$ cat src/rtl/ptw_axi_read_bridge.sv
// Page-table-walk memory port: arbitrates ITLB/DTLB PTE read pulses onto a single-beat
// AXI4 read master and returns each PTE to its requester as a one-cycle response pulse.
module ptw_axi_read_bridge #(
    parameter int DATA_WIDTH  = 64,
    parameter int ADDR_WIDTH  = 64,
    parameter int PADDR_WIDTH = 56
) (
    input  logic                   clk_i,
    input  logic                   rstn_i,
    input  logic                   tlb_flush_i,

    input  logic                   i_req_valid_i,
    input  logic [ADDR_WIDTH-1:0]  i_req_addr_i,
    output logic                   i_resp_valid_o,
    output logic [DATA_WIDTH-1:0]  i_resp_data_o,
    output logic                   i_access_fault_o,

    input  logic                   d_req_valid_i,
    input  logic [ADDR_WIDTH-1:0]  d_req_addr_i,
    output logic                   d_resp_valid_o,
    output logic [DATA_WIDTH-1:0]  d_resp_data_o,
    output logic                   d_access_fault_o,

    output logic                   m_arvalid_o,
    input  logic                   m_arready_i,
    output logic [PADDR_WIDTH-1:0] m_araddr_o,
    output logic                   m_arid_o,
    output logic [7:0]             m_arlen_o,
    output logic [2:0]             m_arsize_o,
    output logic [1:0]             m_arburst_o,
    output logic [2:0]             m_arprot_o,

    input  logic                   m_rvalid_i,
    output logic                   m_rready_o,
    input  logic [DATA_WIDTH-1:0]  m_rdata_i,
    input  logic [1:0]             m_rresp_i,
    input  logic                   m_rlast_i,
    input  logic                   m_rid_i
);

    typedef enum logic [1:0] {
        ST_IDLE,
        ST_AR,
        ST_R,
        ST_RESP
    } state_e;

    state_e                 state_q, state_d;
    logic                   iPending_q, iPending_d;
    logic                   dPending_q, dPending_d;
    logic [PADDR_WIDTH-1:0] iAddr_q, iAddr_d;
    logic [PADDR_WIDTH-1:0] dAddr_q, dAddr_d;
    logic                   rrIsD_q, rrIsD_d;
    logic                   arId_q, arId_d;
    logic [2:0]             arProt_q, arProt_d;
    logic [PADDR_WIDTH-1:0] arAddr_q, arAddr_d;
    logic                   drop_q, drop_d;
    logic                   iRespValid_q, iRespValid_d;
    logic                   dRespValid_q, dRespValid_d;
    logic [DATA_WIDTH-1:0]  iRespData_q, iRespData_d;
    logic [DATA_WIDTH-1:0]  dRespData_q, dRespData_d;
    logic                   iFault_q, iFault_d;
    logic                   dFault_q, dFault_d;

    logic                   busy;
    logic                   iCapture, dCapture;
    logic                   iWant, dWant, pickD;
    logic [PADDR_WIDTH-1:0] winAddr;

    // RLAST/RID and the address bits above the physical width carry no information here.
    logic unused_ok;
    assign unused_ok = ^{m_rlast_i, m_rid_i,
                         i_req_addr_i[ADDR_WIDTH-1:PADDR_WIDTH],
                         d_req_addr_i[ADDR_WIDTH-1:PADDR_WIDTH]};

    always_ff @(posedge clk_i) begin
        if (!rstn_i) begin
            state_q      <= ST_IDLE;
            iPending_q   <= 1'b0;
            dPending_q   <= 1'b0;
            iAddr_q      <= '0;
            dAddr_q      <= '0;
            rrIsD_q      <= 1'b0;
            arId_q       <= 1'b0;
            arProt_q     <= 3'b000;
            arAddr_q     <= '0;
            drop_q       <= 1'b0;
            iRespValid_q <= 1'b0;
            dRespValid_q <= 1'b0;
            iRespData_q  <= '0;
            dRespData_q  <= '0;
            iFault_q     <= 1'b0;
            dFault_q     <= 1'b0;
        end else begin
            state_q      <= state_d;
            iPending_q   <= iPending_d;
            dPending_q   <= dPending_d;
            iAddr_q      <= iAddr_d;
            dAddr_q      <= dAddr_d;
            rrIsD_q      <= rrIsD_d;
            arId_q       <= arId_d;
            arProt_q     <= arProt_d;
            arAddr_q     <= arAddr_d;
            drop_q       <= drop_d;
            iRespValid_q <= iRespValid_d;
            dRespValid_q <= dRespValid_d;
            iRespData_q  <= iRespData_d;
            dRespData_q  <= dRespData_d;
            iFault_q     <= iFault_d;
            dFault_q     <= dFault_d;
        end
    end

    // A side that already waits or owns the bus ignores further pulses; flush drops them too.
    always_comb begin
        busy     = (state_q != ST_IDLE);
        iCapture = i_req_valid_i && !tlb_flush_i && !iPending_q && !(busy && !arId_q);
        dCapture = d_req_valid_i && !tlb_flush_i && !dPending_q && !(busy && arId_q);
        iWant    = !tlb_flush_i && (iPending_q || iCapture);
        dWant    = !tlb_flush_i && (dPending_q || dCapture);
        iAddr_d  = iCapture ? i_req_addr_i[PADDR_WIDTH-1:0] : iAddr_q;
        dAddr_d  = dCapture ? d_req_addr_i[PADDR_WIDTH-1:0] : dAddr_q;

        state_d      = state_q;
        iPending_d   = iWant;
        dPending_d   = dWant;
        rrIsD_d      = rrIsD_q;
        arId_d       = arId_q;
        arProt_d     = arProt_q;
        arAddr_d     = arAddr_q;
        drop_d       = drop_q;
        iRespValid_d = 1'b0;
        dRespValid_d = 1'b0;
        iRespData_d  = iRespData_q;
        dRespData_d  = dRespData_q;
        iFault_d     = iFault_q;
        dFault_d     = dFault_q;
        pickD        = dWant && (!iWant || rrIsD_q);
        winAddr      = pickD ? dAddr_d : iAddr_d;

        case (state_q)
            ST_IDLE: begin
                drop_d = 1'b0;
                if (iWant || dWant) begin
                    if (iWant && dWant) begin
                        rrIsD_d = !rrIsD_q;
                    end
                    if (pickD) begin
                        dPending_d = 1'b0;
                    end else begin
                        iPending_d = 1'b0;
                    end
                    arId_d   = pickD;
                    arProt_d = {!pickD, 1'b0, 1'b1};
                    arAddr_d = {winAddr[PADDR_WIDTH-1:3], 3'b000};
                    state_d  = ST_AR;
                end
            end
            ST_AR: begin
                if (tlb_flush_i) begin
                    drop_d = 1'b1;
                end
                if (m_arready_i) begin
                    state_d = ST_R;
                end
            end
            ST_R: begin
                if (tlb_flush_i) begin
                    drop_d = 1'b1;
                end
                if (m_rvalid_i) begin
                    state_d = ST_RESP;
                    if (!drop_q && !tlb_flush_i) begin
                        if (arId_q) begin
                            dRespValid_d = 1'b1;
                            dRespData_d  = m_rdata_i;
                            dFault_d     = (m_rresp_i != 2'b00);
                        end else begin
                            iRespValid_d = 1'b1;
                            iRespData_d  = m_rdata_i;
                            iFault_d     = (m_rresp_i != 2'b00);
                        end
                    end
                end
            end
            ST_RESP: begin
                state_d = ST_IDLE;
            end
            default: begin
                state_d = ST_IDLE;
            end
        endcase
    end

    assign m_arvalid_o      = (state_q == ST_AR);
    assign m_rready_o       = (state_q == ST_R);
    assign m_araddr_o       = arAddr_q;
    assign m_arid_o         = arId_q;
    assign m_arprot_o       = arProt_q;
    assign m_arlen_o        = 8'd0;
    assign m_arsize_o       = 3'd3;
    assign m_arburst_o      = 2'b01;
    assign i_resp_valid_o   = iRespValid_q;
    assign i_resp_data_o    = iRespData_q;
    assign i_access_fault_o = iFault_q;
    assign d_resp_valid_o   = dRespValid_q;
    assign d_resp_data_o    = dRespData_q;
    assign d_access_fault_o = dFault_q;

endmodule

$ cat config.mk
export PLATFORM = sky130hd
export DESIGN_NAME = ptw_axi_read_bridge
export DESIGN_NICKNAME = d
export VERILOG_FILES = /design/src/rtl/ptw_axi_read_bridge.sv
export SDC_FILE = /design/constraint.sdc
export NUM_CORES = 1
export LEC_CHECK = 0
export BUFFER_PORTS_ARGS = -buffer_cell sky130_fd_sc_hd__buf_2
export CORE_ASPECT_RATIO = 2
export CORE_MARGIN = 4
export CORE_UTILIZATION = 30
export DETAILED_ROUTE_END_ITERATION = 12
export PLACE_DENSITY = 0.56
export SLEW_MARGIN = 20
export SYNTH_ARGS = -nofsm -noshare
export SYNTH_HDL_FRONTEND = slang
export SYNTH_SLANG_ARGS = --single-unit
$ cat constraint.sdc
create_clock -name clk_i -period 2.35 [get_ports clk_i]
set_input_delay 0.47 -clock clk_i [delete_from_list [all_inputs] [get_ports clk_i]]
set_output_delay 0.47 -clock clk_i [all_outputs]
set_load 0.02 [all_outputs]
==> results of run 1 <==
-- cell type report --
class / count / area share (%)
Clock inverter: 15 / 0.986
Multi-Input combinational cell: 829 / 31.0
Antenna cell: 2 / 0.0349
Clock buffer: 36 / 5.45
Inverter: 59 / 1.58
Timing Repair Buffer: 391 / 15.1
Sequential cell: 300 / 41.9
Tap cell: 454 / 3.96
-- routing by layer --
metal / global-route usage [%] / part of all wire [%]
met1: 16.4 / 36
met4: 7.13 / 4.1
met2: 31.7 / 54
met5: 0 / 0.096
met3: 3.29 / 6.5
-- worst max-delay path, delay by kind of cell, from the launching register on --
kind                       cells  cell delay (ns)
and+or+nand+nor                1             0.21
muxes                          1             0.39
buffers and inverters          2             0.42
adders and majority gates      1             0.35
DFF                            1             0.31
AOI/OAI and AO/OA              2             0.36
-- cells in the final DEF, fill, tap and decap left out, drive strengths merged, types with 3 or more instances in the layout --
cell    instances
a21oi         133
nor2           66
ha              3
nand2         420
clkinv          8
o221ai         53
dfxtp         300
buf           391
conb           17
inv            62
clkbuf         36
nand2b          5
mux2           53
o21ai           8
mux2i          53
-- registers in the layout, indices dropped and copies added (netlist names), 2 cells and up --
name           count
d_resp_data_o     64
i_resp_data_o     64
dAddr_q           53
iAddr_q           53
m_araddr_o        53
m_arprot_o         2
state_q            2
-- worst max-delay path by stage --
stage / from / endpoint / slack [ns] / cells past startpoint
floorplan: state_q[0]$_SDFFE_PN0P_ / d_resp_data_o[10]$_SDFFE_PN0P_ / 0.48 / 8
global placement: tlb_flush_i / m_araddr_o[32]$_SDFFE_PN0P_ / 0.27 / 6
detailed placement: state_q[0]$_SDFFE_PN0P_ / m_araddr_o[31]$_SDFFE_PN0P_ / 0.21 / 7
CTS: state_q[0]$_SDFFE_PN0P_ / m_araddr_o[31]$_SDFFE_PN0P_ / 0.19 / 7
global route: state_q[0]$_SDFFE_PN0P_ / m_araddr_o[23]$_SDFFE_PN0P_ / 0.07 / 7
finish: state_q[0]$_SDFFE_PN0P_ / m_araddr_o[31]$_SDFFE_PN0P_ / 0.21 / 7
-- metrics by stage --
stage	total power [mW]	cell area (um^2)	utilization [%]
after floorplan	7.06	11200	-
after global placement	7.84	13400	36.7
after detailed placement	7.87	13400	36.7
after CTS	12.6	14300	39.2
after global routing	12.9	14300	39.2
final	12.3	14300	39.2
-- cell families (layout without fill, tap and decap cells) --
family | count (synthesis) | after routing
and+or+nand+nor | 502 | 502
DFF | 300 | 300
AOI/OAI and AO/OA | 201 | 201
buffers and inverters | 166 | 501
muxes | 106 | 106
adders and majority gates | 3 | 3
other | 2 | 19
-- power breakdown --
group | switching (mW) | internal [mW] | total [mW]
registers | 0.159 | 5.45 | 5.61
logic | 1.32 | 0.777 | 2.10
clock network | 2.05 | 2.58 | 4.63
==> metrics.md, run 1 <==
| Metric | Value |
|---|---|
| Number of buffers created by CTS | 28 |
| CTS tree | yes |
| Post-synthesis mux area share | 10.1% |
| WP data required | 2.83 ns |
| Final period utilization | 91.1% |
| Hold Path End | d_resp_data_o[13]$_SDFFE_PN0P_ |
| Crit-path max cell delay | 0.39 ns |
| Setup TNS | 0 ns |
| Clk_lat worst skew | 0.56 ns |
| Die area | 0.0405 mm^2 |
| F_max | 467 MHz |
| Synth Cell Area | 0.0111 mm^2 |
| CTS Sinks | 300 |
| Pwr Density | 861 mW/mm^2 |
| Clk_skew | 0.0129 ns |
| Layout area overhead | 28.7% |
| Yosys Warn Count | 0 |
| Final Hold Vio Count | 0 |
| Gr usage total | 16.4% |
| FF-to-FF Start | state_q[0]$_SDFFE_PN0P_ |
| R2R cell count | 7 |
| Mean post-synth cell area | 8.71 um^2 |
| Crit path max-delay cell type | mux2_2 |
| HP Start | m_rdata_i[13] |
| Synth Area in Adders | 0.337% |
| Gate Count Post-Synth | 1280 |
| Slew Limit Fails | 0 |
| Drt initial violations | 339 |
| Die Ht | 281 um |
| Antenna-violating nets left | 0 |
| RR Endpoint | m_araddr_o[31]$_SDFFE_PN0P_ |
| Leak Pwr | 6.42 nW |
| Area of the multi-input gates | 0.00444 mm^2 |
| Final nets | 1815 |
| # rows | 99 |
| Dpl ws | 0.214 ns |
| Postcts setup bufs | 0 |
| HP Class | in2reg |
| Share of the synthesized area in the top cell type | 53.9% |
| Simple-gate share of the synthesized area | 17.5% |
| Crit-path cells | inv_1 -> ha_1 -> o21ai_1 -> nor3_4 -> buf_4 -> mux2_2 -> o221ai_1 |
| WS Path Type | reg2reg |
| Most used DFF post-synth | dfxtp_1 |
| Vias in the first global route | 9579 |
| VDD IR max | 0.000580 V |
| Crit end category | flop |
| Post-CTS resize count | 0 |
| Number of synthesized register bits | 300 |
| Maximum root-to-sink buffer count | 3 |
| Placed insts | 2033 |
| Fin worst setup slack | 0.210 ns |
| Outcome | finished, final reports clean |
| First-pass GRT wire length | 52400 um |
| Routed wire length per instance | 17.0 um |
| EDFF count, synth | 0 |
| Max-Cap Viols | 0 |
| CTS root buf | clkbuf_16 |
| Setup-failing EPs final | 0 |
| Global route total overflow | 0 |
| Minimum clock period | 2.14 ns |
| DR vias/cell | 4.71 |
| Fill count | 3773 |
| Pre-Repair DR Iteration Count | 4 |
| Die W | 144 um |
| Routed wire length | 35400 um |
| Initial antenna violation count | 4 |
| Synth area leaders | dfxtp_1 54%, nand2_1 14%, a21oi_1 6.0% |
| DRC errors left | 0 |
| Post-CTS Hold Buffers | 0 |
| Register area | 0.00601 mm^2 |
| Final weighted congestion in routability-driven placement | 0.775 |
| Largest family of logic cells by synthesized area | simple AND/OR/NAND/NOR gates |
| Largest net degree at the start of global routing | 67 |
| Final Hold Slack | 0.150 ns |
| IO Port Bufs | 368 |
| WP data arrival | 2.62 ns |
| Vias | 9821 |
| Async S/R FF share, synth | 0% |
| Sequential fraction of the synthesis area | 53.9% |
| Commonest cells post-synth | 420 x nand2_1, 300 x dfxtp_1, 133 x a21oi_1 |
| HPWL after DPL | 24800 um |
| RSZ-0062 raised after global routing | false |
| Largest area contributor in the netlist | dfxtp_1 |
| Layout cell share with drive strength beyond 1 | 29.8% |
| H-tree levels | 1 |
| Worst Max-Slew Pin Slew | 0.692 ns |
| Hold-critical path depth | 3 |
| Crit path max fanout | 19 |
| Initial Utilization | 30.5% |
| Core ar. | 0.0365 mm^2 |
| CP Launch Type | flop |
| Reg-to-reg slack, setup | 0.21 ns |
| Final non-filler cell total | 2086 |
| Post-synthesis compound-gate area fraction | 11.0% |
| Worst slew margin | 53.8% |
| XOR/XNOR Fraction of Synth Area | 0% |
| Synth unique cells | 34 |
| Num ports | 410 |
| Clock slew at reported path FFs | 0.07 ns |
| Most numerous cell in the Yosys netlist | nand2_1 |
Power figures use the tool's default switching activity.
==> run 2: changes to the inputs <==
--- a/constraint.sdc
+++ b/constraint.sdc
@@ -3,2 +3,2 @@
 set_output_delay 0.47 -clock clk_i [all_outputs]
-set_load 0.02 [all_outputs]
+set_load 0.1 [all_outputs]
==> metrics.md, run 2 (synthesis gave the netlist of run 1 again) <==
| Metric | Value |
|---|---|
| Minimum clock period | 2.15 ns (+0.0104 ns) |
| Layout cell share with drive strength beyond 1 | 29.3% (-0.46 points) |
| Vias | 9753 (-0.69%) |
| Crit-path max cell delay | 0.40 ns (about the same) |
| Drt initial violations | 333 (-1.8%) |
| Maximum root-to-sink buffer count | 3 (unchanged) |
| Top cell family by delay on the critical path | simple AND/OR/NAND/NOR gates |
| Gr usage total | 16.2% (-0.20 points) |
| HP Class | in2reg |
| Final period utilization | 91.5% (+0.44 points) |
| VDD IR max | 0.000701 V (+21%) |
| Switching Fraction | 34.7% (+6.1 points) |
| Crit end category | flop |
| WL met2 | 18600 um (-2.3%) |
| Slew Limit Fails | 0 (unchanged) |
| Most common cell after layout, fill and taps aside | nand2_1 |
| Final nets | 1813 (-0.11%) |
| Final weighted congestion in routability-driven placement | 0.785 (+1.3%) |
| Routed wire length | 34700 um (-2.0%) |
| FF-to-FF Start | state_q[0]$_SDFFE_PN0P_ |
| WS Path Type | reg2reg |
| Crit path max-delay cell type | and3_4 |
| Top Layer Used | met4 |
| Setup TNS | 0 ns (unchanged) |
| CP Buf/Inv Count | 2 (unchanged) |
| IO Port Bufs | 368 (unchanged) |
| Seq pwr share | 42.6% (-2.8 points) |
| Largest net degree at the start of global routing | 110 (+64%) |
| Global route total overflow | 0 (unchanged) |
| Core ar. | 0.0365 mm^2 (unchanged) |
| Most frequent cells in the layout | 420 x nand2_1, 367 x buf_2, 299 x dfxtp_1 |
| Layout area overhead | 28.0% |
| Initial Utilization | 30.5% (unchanged) |
| Routed wire length per instance | 16.7 um (-2.0%) |
| Clock share of power | 32.8% (-4.7 points) |
| CTS root buf | clkbuf_16 |
| Outcome | finished, final reports clean |
| Pwr Density | 924 mW/mm^2 (+7.3%) |
| WP data arrival | 2.57 ns (-0.05 ns) |
| DR WL met3 | 2290 um (-1.1%) |
| Setup-failing EPs final | 0 (unchanged) |
| CTS tree | yes |
| First-pass GRT wire length | 51900 um (-0.78%) |
| Reg-to-reg slack, setup | 0.20 ns (about the same) |
| Comb power frac | 24.6% (+7.6 points) |
| Post-CTS Hold Buffers | 0 (unchanged) |
| Antenna-violating nets left | 0 (unchanged) |
| WL met1 | 12500 um (-1.5%) |
| Crit-path cells | inv_1 -> ha_1 -> nand2b_1 -> and3_4 -> buf_12 -> mux2i_1 -> o221ai_1 |
| Post-CTS resize count | 0 (unchanged) |
| H-tree levels | 1 (unchanged) |
| Leak Pwr | 6.36 nW (-0.82%) |
| WP data required | 2.77 ns (-0.06 ns) |
| Placed Instance Area | 0.0134 mm^2 (about the same) |
| Max-Cap Viols | 0 (unchanged) |
| Number of buffers created by CTS | 27 (-3.6%) |
| Clk_lat worst skew | 0.56 ns (about the same) |
| Initial antenna violation count | 7 (+3) |
| DR vias/cell | 4.68 (-0.69%) |
| Worst Max-Slew Pin Slew | 0.720 ns (+0.0279 ns) |
| HPWL after DPL | 23900 um (-3.9%) |
| F_max | 465 MHz (-0.48%) |
| Die W | 144 um (unchanged) |
| Crit path launch | state_q[0]$_SDFFE_PN0P_ |
| Clock slew at reported path FFs | 0.07 ns (about the same) |
| Pint | 8.61 mW (-2.3%) |
| Die Ht | 281 um (unchanged) |
| Worst slew margin | 52.0% (-1.9 points) |
| Die area | 0.0405 mm^2 (unchanged) |
| # rows | 99 (unchanged) |
| Pre-Repair DR Iteration Count | 4 (unchanged) |
| DRC errors left | 0 (unchanged) |
| Postcts setup bufs | 0 (unchanged) |
| Placed insts | 2032 (-0.049%) |
| Clk_skew | 0.0207 ns (+0.00774 ns) |
| CP Launch Type | flop |
| CTS Sinks | 300 (unchanged) |
| Vias in the first global route | 9464 (-1.2%) |
| Final non-filler cell total | 2086 (unchanged) |
| Num ports | 410 (unchanged) |
| Total power | 13.2 mW (+6.8%) |
| P_sw | 4.57 mW (+29%) |
| RSZ-0062 raised after global routing | false |
| Final Hold Vio Count | 0 (unchanged) |
| HP Start | m_rdata_i[15] |
| Finished Cell Area | 0.0143 mm^2 (-0.52%) |
| Crit path max fanout | 16 (-3) |
-- run 2: layer usage --
metal / up-vias / track usage [%]
met3: 67 / 3.16
li1: 4796 / -
met4: 0 / 7.28
met1: 4561 / 16.9
met2: 329 / 30.5
met5: - / 0
-- run 2: area by class of cell --
type / instances / area [um^2]
inverters: 59 / 226
well taps: 454 / 568
fillers: 3790 / 22300
multi-input cells: 829 / 4440
repair buffers: 390 / 2160
clock buffers: 42 / 782
flip-flops and latches: 300 / 6010
clock inverters: 5 / 57.6
diodes: 7 / 17.5
-- run 2: worst min-delay path, cell delays in order --
cell     delay [ns]
buf_2          0.10
nand2_1        0.05
a21oi_1        0.05
-- run 2: path summary, 6_finish.rpt --
kind | end | cells past startpoint
hold / removal | d_resp_data_o[15]$_SDFFE_PN0P_ | 3
setup / recovery | m_araddr_o[29]$_SDFFE_PN0P_ | 7
hold reg to reg | i_resp_data_o[43]$_SDFFE_PN0P_ | 2
setup reg to reg | m_araddr_o[29]$_SDFFE_PN0P_ | 7
-- run 2: power by group through the flow --
stage                     clock network [mW]  registers [mW]  logic, mW
after floorplan                            0            6.87       1.37
after global placement                     0            5.72       3.26
after detailed placement                   0            5.73       3.29
after CTS                               4.48            5.62       3.29
after global routing                    4.67            5.65       3.47
final                                   4.32            5.61       3.25
-- run 2: stage by stage --
step	utilization [%]	hold slack, ns	setup WS (ns)
after floorplan	-	0.456	0.161
final	39.0	0.159	0.200
after global routing	39.0	0.138	0.0305
after global placement	36.7	0.439	0.239
after detailed placement	36.7	0.443	0.179
after CTS	39.0	0.122	0.162
==> run 3: changes to the inputs <==
ABC_AREA = 1   (was default)
CTS_BUF_LIST = sky130_fd_sc_hd__clkbuf_2 sky130_fd_sc_hd__clkbuf_4 sky130_fd_sc_hd__clkbuf_8   (was default)
PLACE_DENSITY = default   (was 0.56)
==> metrics.md, run 3 <==
| Metric | Value |
|---|---|
| Outcome | finished, final reports clean |
| Crit end category | primary output |
| CTS Sinks | 300 (unchanged) |
| Top cell family by delay on the critical path | buffers and inverters |
| CP Buf/Inv Count | 2 (unchanged) |
| Initial antenna violation count | 6 (-1) |
| F_max | 465 MHz (about the same) |
| Pre-Repair DR Iteration Count | 5 (+1) |
| Drt initial violations | 336 (+0.90%) |
| Placed insts | 2274 (+12%) |
| Crit-path cells | inv_1 -> ha_1 -> buf_2 |
| Most common cell after layout, fill and taps aside | buf_2 |
| Crit path launch | state_q[0]$_SDFFE_PN0P_ |
| Final weighted congestion in routability-driven placement | 0.819 (+4.3%) |
| Clk_lat worst skew | 0.56 ns (about the same) |
| Setup-failing EPs final | 0 (unchanged) |
| H-tree levels | 2 (+1) |
| HPWL after DPL | 25500 um (+6.6%) |
| Minimum clock period | 2.15 ns (-0.000634 ns) |
| Synth unique cells | 25 (-26%) |
| Max-Cap Viols | 0 (unchanged) |
| Clk_skew | 0.0164 ns (-0.00425 ns) |
| Reg-to-reg slack, setup | 0.30 ns (+0.10 ns) |
| Mean post-synth cell area | 7.48 um^2 (-14%) |
| Crit path capture | m_rready_o |
| RR Endpoint | m_araddr_o[37]$_SDFFE_PN0P_ |
| WP data arrival | 1.68 ns (-0.89 ns) |
| Worst slew margin | 59.5% (+7.5 points) |
| Crit path max fanout | 4 (-12) |
| DR vias/cell | 4.58 (-2.1%) |
| Post-CTS resize count | 0 (unchanged) |
| CTS root buf | clkbuf_8 |
| HP Start | d_req_addr_i[14] |
| Largest net degree at the start of global routing | 96 (-13%) |
| Critical path depth | 3 (-4) |
| Layout area overhead | 29.2% |
| Gate Count Post-Synth | 1521 (+19%) |
| Core ar. | 0.0373 mm^2 (+2.0%) |
| VDD IR max | 0.000632 V (-9.8%) |
| Global route total overflow | 0 (unchanged) |
| IO Port Bufs | 368 (unchanged) |
| FF-to-FF Start | state_q[0]$_SDFFE_PN0P_ |
| # rows | 100 (+1.0%) |
| Num ports | 410 (unchanged) |
| RSZ-0062 raised after global routing | false |
| Number of buffers created by CTS | 45 (+67%) |
| Share of the synthesized area in the top cell type | 52.8% (-1.1 points) |
| Die area | 0.0413 mm^2 (+2.0%) |
| EDFF count, synth | 0 (unchanged) |
| WS Path Type | reg2out |
| WP data required | 1.88 ns (-0.89 ns) |
| Final non-filler cell total | 2358 (+13%) |
| Commonest cells post-synth | 300 x dfxtp_1, 280 x nand2_1, 196 x inv_1 |
| Vias in the first global route | 10900 (+15%) |
| Maximum root-to-sink buffer count | 3 (unchanged) |
| Number of synthesized register bits | 300 (unchanged) |
| Die Ht | 283 um (+0.99%) |
| Post-CTS Hold Buffers | 0 (unchanged) |
| Final nets | 2068 (+14%) |
| Final Hold Slack | 0.172 ns (+0.0129 ns) |
| Most frequent cells in the layout | 367 x buf_2, 300 x dfxtp_1, 278 x nand2_1 |
| CP Launch Type | flop |
| Synth area leaders | dfxtp_1 53%, nand2_1 9.2%, a21oi_1 8.3% |
| Most used DFF post-synth | dfxtp_1 |
| Final Hold Vio Count | 0 (unchanged) |
| Async S/R FF share, synth | 0% (unchanged) |
| Vias | 10800 (+11%) |
| Slew Limit Fails | 0 (unchanged) |
| HP Class | in2reg |
| Crit-path max cell delay | 0.47 ns (+0.07 ns) |
| Most numerous cell in the Yosys netlist | dfxtp_1 |
| Die W | 146 um (+0.96%) |
| Initial Utilization | 30.5% (about the same) |
| CTS tree | yes |
| Synth Cell Area | 0.0114 mm^2 (+2.0%) |
| Antenna-violating nets left | 0 (unchanged) |
| Largest area contributor in the netlist | dfxtp_1 |
| Clock slew at reported path FFs | 0.07 ns (about the same) |
| Crit path max-delay cell type | buf_2 |
| Pwr Density | 1080 mW/mm^2 (+17%) |
| Gr usage total | 16.9% (+0.74 points) |
| Worst Max-Slew Pin Slew | 0.606 ns (-0.114 ns) |
| Layout cell share with drive strength beyond 1 | 25.9% (-3.4 points) |
| Routed wire length | 35900 um (+3.3%) |
| Yosys Warn Count | 0 (unchanged) |
| Leak Pwr | 6.83 nW (+7.3%) |
| Sequential fraction of the synthesis area | 52.8% (-1.1 points) |
| DRC errors left | 0 (unchanged) |
| Finished Core Util | 39.4% (+0.39 points) |
| Setup TNS | 0 ns (unchanged) |
| Final period utilization | 91.5% (about the same) |
| First-pass GRT wire length | 57200 um (+10%) |
| R2R cell count | 9 (+2) |
| Routed wire length per instance | 15.2 um (-8.6%) |
| Postcts setup bufs | 0 (unchanged) |
## run 3: changes by cell type in the layout (fill, tap and decap cells not counted), moves of 37 or more
cell / before / now
mux2i_1: 53 / 0
o21ai_0: 6 / 132
o221ai_1: 53 / 0
nor2_1: 66 / 117
a21oi_1: 133 / 189
mux2_2: 37 / 0
nand3_1: 1 / 166
clkbuf_8: 5 / 56
inv_1: 58 / 196
nand2_1: 420 / 278
## run 3: through the flow
stage / power, mW / setup slack [ns] / cell area [um^2]
3_5_place_dp: 11.5 / 0.191 / 13700
5_1_grt: 16.7 / 0.0586 / 14700
6_report: 15.9 / 0.200 / 14700
3_3_place_gp: 11.4 / 0.258 / 13700
4_1_cts: 16.2 / 0.138 / 14700
2_1_floorplan: 10.3 / 0.0754 / 11400
## run 3: metal layers
| metal | global-route usage [%] | vias to the layer above | wire length, um |
|---|---|---|---|
| met4 | 8.20 | 2 | 1720 |
| met5 | 0 | - | 7 |
| met3 | 4.35 | 95 | 2560 |
| met2 | 31.9 | 373 | 19000 |
| met1 | 17.1 | 4856 | 12600 |
| li1 | - | 5463 | - |
## run 3: logic make-up (layout without fill, tap and decap cells)
group           count (synthesis)  in the layout  synth area share [%]
compound gates                323            323                  14.3
fa+ha+maj                       3              3                 0.330
buf+inv                       318            677                  11.3
flops                         300            300                  52.8
other cells                     2             21                0.0660
simple gates                  575            575                  21.1
## run 3: final cells by class
type                    instances  area [um^2]
fillers                      3929        22600
flip-flops and latches        300         6010
multi-input cells             918         4140
repair buffers                397         2230
clock buffers                  71          883
inverters                     200          751
well taps                     459          574
clock inverters                 9          100
diodes                          4         10.0
## run 3: power by group
group | switching [mW] | total (mW) | internal [mW]
Clock | 2.02 | 4.62 | 2.61
Sequential | 0.266 | 5.97 | 5.70
Combinational | 4.34 | 5.33 | 0.990
Total | 6.62 | 15.9 | 9.30
## run 3: how the worst min path moves through the flow
stage	end	slack [ns]	cells after the start
after global routing	dAddr_q[13]$_SDFF_PN0_	0.15	3
final	dAddr_q[14]$_SDFF_PN0_	0.17	3
after detailed placement	i_resp_data_o[2]$_SDFFE_PN0P_	0.43	2
after CTS	dAddr_q[14]$_SDFF_PN0_	0.12	3
after global placement	d_resp_data_o[3]$_SDFFE_PN0P_	0.43	2
after floorplan	dAddr_q[10]$_SDFF_PN0_	0.45	2
## run 3: tightest hold or removal path: cells and delay by family
| family | cells | cell delay [ns] |
|---|---|---|
| AOI/OAI and AO/OA | 1 | 0.06 |
| and+or+nand+nor | 1 | 0.05 |
| buffers and inverters | 1 | 0.10 |
